**src/rtl/sym_fold_pkg.sv**
```systemverilog
// Shared constants and helpers for the symmetric fold delay line.
// Width math and oPair slice placement live here.
package sym_fold_pkg;

  localparam int DW_DEF   = 3;
  localparam int NTAP_DEF = 21;

  function automatic int clog2(input int v);
    int r;
    int x;
    r = 0;
    x = v - 1;
    while (x > 0) begin
      r++;
      x = x >>> 1;
    end
    return r;
  endfunction

  function automatic int slice_lo(input int k, input int dw);
    return k * (dw + 1);
  endfunction

endpackage

```
**src/rtl/fold_pair_add.sv**
```systemverilog
// Registered signed pre-adder for one symmetric tap pair.
// Result is one bit wider than the inputs so it never overflows.
module fold_pair_add #(
  parameter int DW = 3
) (
  input  logic                 clk,
  input  logic                 rst_n,
  input  logic                 en,
  input  logic                 clr,
  input  logic signed [DW-1:0] a,
  input  logic signed [DW-1:0] b,
  output logic signed [DW:0]   sum
);

  // sign-extend both operands and add when the stage advances
  always_ff @(posedge clk or negedge rst_n) begin
    if (!rst_n) begin
      sum <= '0;
    end else if (clr) begin
      sum <= '0;
    end else if (en) begin
      sum <= {a[DW-1], a} + {b[DW-1], b};
    end
  end

endmodule

```
**src/rtl/sym_fold_delay.sv**
```systemverilog
// Symmetric delay line with folded pair adders and full-tap sum.
// Accept -> taps (N), pairs (N+1), sum (N+2).
module sym_fold_delay
  import sym_fold_pkg::*;
#(
  parameter int  DW   = DW_DEF,
  parameter int  NTAP = NTAP_DEF,
  localparam int SW   = DW + clog2(NTAP),
  localparam int H    = (NTAP - 1) / 2,
  localparam int PW   = DW + 1
) (
  input  logic                   iClk12M,
  input  logic                   iRsn,
  input  logic                   iEnSample600k,
  input  logic                   iEnDelay,
  input  logic                   iClear,
  input  logic signed [DW-1:0]   iFirIn,
  output logic [(H+1)*PW-1:0]    oPair,
  output logic                   oPairValid,
  output logic signed [SW-1:0]   oSum,
  output logic                   oValid,
  output logic                   oFull
);

  localparam int CW = clog2(NTAP + 1);

  if ((NTAP % 2) == 0 || NTAP < 3 || DW < 2) begin : g_bad_param
    $error("sym_fold_delay: NTAP must be odd >= 3 and DW >= 2");
  end

  logic signed [DW-1:0] tap [NTAP];
  logic signed [PW-1:0] pair [H];
  logic signed [PW-1:0] mid;
  logic signed [SW-1:0] sum_c;
  logic [CW-1:0]        cnt;
  logic                 acc;
  logic                 pend1;
  logic                 pend2;

  assign acc   = iEnSample600k & iEnDelay & ~iClear;
  assign oFull = (cnt == CW'(NTAP));

  // delay line shifts one place per accepted sample
  always_ff @(posedge iClk12M or negedge iRsn) begin
    if (!iRsn) begin
      for (int i = 0; i < NTAP; i++) tap[i] <= '0;
    end else if (iClear) begin
      for (int i = 0; i < NTAP; i++) tap[i] <= '0;
    end else if (acc) begin
      tap[0] <= iFirIn;
      for (int i = 1; i < NTAP; i++) tap[i] <= tap[i-1];
    end
  end

  // fill counter saturates once the line is full
  always_ff @(posedge iClk12M or negedge iRsn) begin
    if (!iRsn) begin
      cnt <= '0;
    end else if (iClear) begin
      cnt <= '0;
    end else if (acc && !oFull) begin
      cnt <= cnt + CW'(1);
    end
  end

  // pipeline tags and valid pulses; clear drops in-flight work
  always_ff @(posedge iClk12M or negedge iRsn) begin
    if (!iRsn) begin
      pend1      <= 1'b0;
      pend2      <= 1'b0;
      oPairValid <= 1'b0;
      oValid     <= 1'b0;
    end else if (iClear) begin
      pend1      <= 1'b0;
      pend2      <= 1'b0;
      oPairValid <= 1'b0;
      oValid     <= 1'b0;
    end else begin
      pend1      <= acc;
      pend2      <= pend1;
      oPairValid <= pend1 & oFull;
      oValid     <= oPairValid;
    end
  end

  for (genvar k = 0; k < H; k++) begin : g_pair
    fold_pair_add #(
      .DW(DW)
    ) u_pair (
      .clk  (iClk12M),
      .rst_n(iRsn),
      .en   (pend1),
      .clr  (iClear),
      .a    (tap[k]),
      .b    (tap[NTAP-1-k]),
      .sum  (pair[k])
    );
  end

  // centre tap has no partner; register it sign-extended
  always_ff @(posedge iClk12M or negedge iRsn) begin
    if (!iRsn) begin
      mid <= '0;
    end else if (iClear) begin
      mid <= '0;
    end else if (pend1) begin
      mid <= {tap[H][DW-1], tap[H]};
    end
  end

  // pack pair slices, centre tap in the top slice
  always_comb begin
    oPair = '0;
    for (int k = 0; k < H; k++) begin
      oPair[slice_lo(k, DW) +: PW] = pair[k];
    end
    oPair[slice_lo(H, DW) +: PW] = mid;
  end

  // full-width signed sum of all folded slices
  always_comb begin
    sum_c = SW'(mid);
    for (int k = 0; k < H; k++) begin
      sum_c = sum_c + SW'(pair[k]);
    end
  end

  // sum stage follows the pair stage by one edge
  always_ff @(posedge iClk12M or negedge iRsn) begin
    if (!iRsn) begin
      oSum <= '0;
    end else if (iClear) begin
      oSum <= '0;
    end else if (pend2) begin
      oSum <= sum_c;
    end
  end

endmodule

```
**config.mk**
```make
export PLATFORM = sky130hd
export DESIGN_NAME = sym_fold_delay
export DESIGN_NICKNAME = d
export VERILOG_FILES = /design/src/rtl/sym_fold_pkg.sv /design/src/rtl/fold_pair_add.sv /design/src/rtl/sym_fold_delay.sv
export SDC_FILE = /design/constraint.sdc
export NUM_CORES = 1
export LEC_CHECK = 0
export CORE_MARGIN = 5
export CORE_UTILIZATION = 52
export DETAILED_ROUTE_END_ITERATION = 6
export GPL_ROUTABILITY_DRIVEN = 0
export GPL_TIMING_DRIVEN = 0
export PLACE_DENSITY = 0.76
export SYNTH_ARGS = -nofsm -noshare
export SYNTH_HDL_FRONTEND = slang
export SYNTH_SLANG_ARGS = --single-unit
```
**constraint.sdc**
```tcl
create_clock -name iClk12M -period 4.45 [get_ports iClk12M]
set_input_delay 0.89 -clock iClk12M [delete_from_list [all_inputs] [get_ports iClk12M]]
set_output_delay 0.89 -clock iClk12M [all_outputs]
set_load 0.01 [all_outputs]
```
==> summary.txt, run 1 <==
Logic synthesis
  • Sequential-to-total area share from yosys stat: 43.5%
  • Syn Nets: 804
  • Ys Warns: 0
  • Synthesized instance count: 702
  • Synth unique cells: 36
  • Mapped Area: 0.00708 sq mm
  • Syn_area_per_cell: 10.1 sq um
  • Synth Register Bits: 123

Clock tree
  • Worst-path clk slew: 60 ps
  • CTS buffer count: 17
  • CTS root buf: clkbuf_16
  • Clock buffer depth: 2
  • CTS tree: yes
  • Max H-tree Level: 4
  • CTS sink count: 123
  • Clock insertion delay at the later pin of the skew report: 420 ps

Detailed routing
  • Total routed wirelength: 18,600 um
  • Via count: 5,418
  • DR pass1 iterations: 5
  • DRT antenna net count: 0
  • DRC Markers: 0
  • Vias per cell: 5.50
  • DRT iter0 DRCs: 431
  • Wire length per cell: 18.8 um

Power
  • Leak Pwr: 3.92 nW
  • Peak supply drop: 0.000234 V
  • Pwr per Cell Area: 358 mW/mm^2

Global routing
  • Vias in the first global route: 5,710
  • Met2 GRT Util: 40.7%
  • Largest net degree at the start of global routing: 82
  • Most used routing layer in global routing: met2
  • Initial antenna violation count: 0
  • Total GRT Usage: 24.1%
  • Congestion Overflow GR: 0
  • Met1 Use GR: 29.6%
  • GR Util met3: 5.55%
  • First-pass GRT wire length: 29,700 um

Finish
  • Antenna cells: 0
  • Register area: 0.00308 sq mm
  • Fillcell total: 981
  • P&R area growth vs syn: 23.2%
  • Fin util: 65.6%
  • Area used by multi-input combinational logic: 0.00359 sq mm
  • Fraction of layout cells with a size suffix above 1: 10.5%
  • Final net count: 898

Critical path
  • Critical Path Sink Type: flip-flop
  • Critical Path AT: 4660 ps
  • Worst EP required: 4770 ps
  • Startpoint types: flip-flop
  • CP Class: reg -> reg
  • Crit path max fanout: 3

Floorplanning
  • Die footprint: 0.0161 sq mm
  • FP Rows: 42
  • Core Area: 0.0133 sq mm
  • I/O pin count: 63
  • Starting Density: 53.3%
  • Chip height: 127 um
  • Die width: 127 um

Worst hold path
  • Hold crit path type: in -> async

Timing
  • Final max-slew violation count: 0
  • Fin. Hold Viols: 0
  • RSZ-0062 raised after global routing: true
  • Worst Tran Pin Value: 708 ps
  • # setup viols final: 0
  • Rel. slew slack: 51.6%
  • Skew final: 10.4 ps
  • Worst hold margin: 386 ps
  • Highest Clock Rate: 0.230 GHz
  • Min Tclk post-route: 4340 ps
  • Final worst path period share: 97.6%

Placed design
  • HPWL after detailed placement: 13,700 um
  • Port bufs: 61

Flow run
  • Max cap viols: 0

Outcome
  • Status: finished clean
==> placed cells by master, fill, tap and decap left out, types with 3 or more instances in the layout <==
cell               n
nand3_1            3
buf_4             14
mux2i_1           28
clkbuf_1          21
clkinv_2           3
fa_1              48
dfrtp_1          119
nor2_1            59
inv_1             76
ha_1              38
dfrtp_2            4
clkbuf_8           4
buf_2             11
a2111oi_0          8
fa_2               4
inv_2              7
nand2_1          130
clkdlybuf4s50_1   60
clkbuf_16         17
xor2_1             3
buf_1              3
clkinvlp_4         4
a211oi_1          20
xnor2_1           15
bufinv_16          3
ha_4               4
a21oi_1           73
==> report_power, final <==
group	total (W)	internal, W	switching [W]
registers	0.00115	0.00114	0.0000173
clock network	0.00141	0.000906	0.000503
logic	0.000563	0.000245	0.000317
==> area by class of cell <==
class	count	area share (%)
Clock inverter	11	1.65
Buffer	37	2.11
Timing Repair Buffer	75	8.45
Inverter	83	3.57
Sequential cell	123	35.3
Tap cell	176	2.52
Clock buffer	21	5.28
Multi-Input combinational cell	459	41.1
==> kinds of logic (layout without fill, tap and decap cells) <==
kind of cell,count (synthesis),count (layout),share of synthesized area (%)
DFF,123,123,43.5
xor gates and xnor gates,18,18,2.23
adders and majority gates,94,94,22.1
buffers and inverters,120,227,7.00
AOI/OAI and AO/OA,113,113,9.51
muxes,28,28,3.96
and+or+nand+nor,206,206,11.7
==> state kept, by name, summed over array words and instances, names as in the netlist <==
| register | count |
|---|---|
| pend2 | 1 |
| oSum | 8 |
| pend1 | 1 |
| oPairValid | 1 |
| mid | 3 |
| oValid | 1 |
| cnt | 5 |
| g_pair.u_pair.sum | 40 |
| tap | 63 |
==> metal layers <==
metal | part of all wire (%) | up-vias
li1 | - | 2452
met1 | 40 | 2738
met2 | 51 | 180
met3 | 5.2 | 48
met4 | 3.4 | 0
met5 | 0 | -
==> critical path, stage by stage, from the launching register on <==
cell	delay, ps
dfrtp_2	430
inv_2	60
fa_1	530
inv_2	50
fa_1	560
fa_1	430
fa_1	510
inv_1	60
fa_1	450
inv_2	90
ha_4	130
inv_1	60
fa_2	410
nor2b_2	120
o21a_1	150
o211ai_1	100
o311ai_1	100
==> Yosys cell counts <==
library cell	instances	area, sq um
o21a_1	1	7.51
xor2_1	3	26.3
or4_1	1	7.51
xnor2_1	15	131
clkbuf_8	2	27.5
nand4_1	1	6.26
nand3b_1	2	15.0
a2111oi_0	8	70.1
a211oi_1	21	158
dfrtp_1	123	3080
clkbuf_1	19	71.3
o211ai_1	2	15.0
a21o_1	1	7.51
nand2_1	130	488
nor2b_1	3	18.8
fa_1	52	1040
inv_1	83	312
o311ai_0	1	8.76
nor2_1	59	221
nor4b_1	1	8.76
buf_4	1	7.51
buf_6	1	11.3
and4b_1	1	10.0
buf_2	11	55.1
a21oi_1	74	370
nand3_1	3	15.0
nand2b_1	2	12.5
mux2i_1	28	280
buf_1	3	11.3
and4b_4	1	13.8
and2_1	1	6.26
a211o_1	1	8.76
o21ai_0	2	10.0
ha_1	42	526
a311oi_1	2	17.5
and2_2	1	7.51
==> stage by stage <==
stage | TNS [ps] | instance area [sq um] | worst slack, ps | total power (W) | cells
6_report | 0 | 8730 | 109 | 0.00313 | 985
4_1_cts | 0 | 8630 | 6.57 | 0.00309 | 978
3_3_place_gp | -271260 | 7910 | -2210 | 0.00162 | 939
5_1_grt | -57.2 | 8730 | -41.5 | 0.00325 | 985
3_5_place_dp | -853 | 7940 | -237 | 0.00165 | 940
2_1_floorplan | 0 | 7080 | 50.1 | 0.00150 | 702
==> path summary, 6_finish.rpt <==
| check | slack [ps] | endpoint | from | cells past startpoint |
|---|---|---|---|---|
| worst max-delay path | 110 | oSum[6] | mid[2] | 16 |
| worst min-delay path | 390 | oPairValid | iRsn | 1 |
| worst max register to register | 110 | oSum[6] | mid[2] | 16 |
| worst min register to register | 490 | oSum[6] | oSum[6] | 2 |
| max in group asynchronous | 3300 | g_pair[0].u_pair.sum[3] | iRsn | 2 |
| min in group iClk12M | 490 | oSum[6] | oSum[6] | 2 |
==> repair_timing <==
action / 4_1_cts / 5_1_grt
pin swaps: 7 / 25
buffers inserted: 6 / 7
resized for setup: 10 / 16
setup endpoints to repair: 5 / 5
hold buffers: 0 / 0
gates cloned: 0 / 0
endpoints found under the hold margin: 0 / 0
(Power assumes the default switching activity.)
==> run 2, diff against run 1 <==
Settings changed: ABC_AREA from default to 0.
==> results of run 2 <==
Final layout, timing and power as in run 1 (identical DEF).
==> run 3, diff against run 2 <==
Settings changed: CAP_MARGIN from default to 20.
==> results of run 3 <==
Final layout, timing and power as in run 1 (identical DEF).
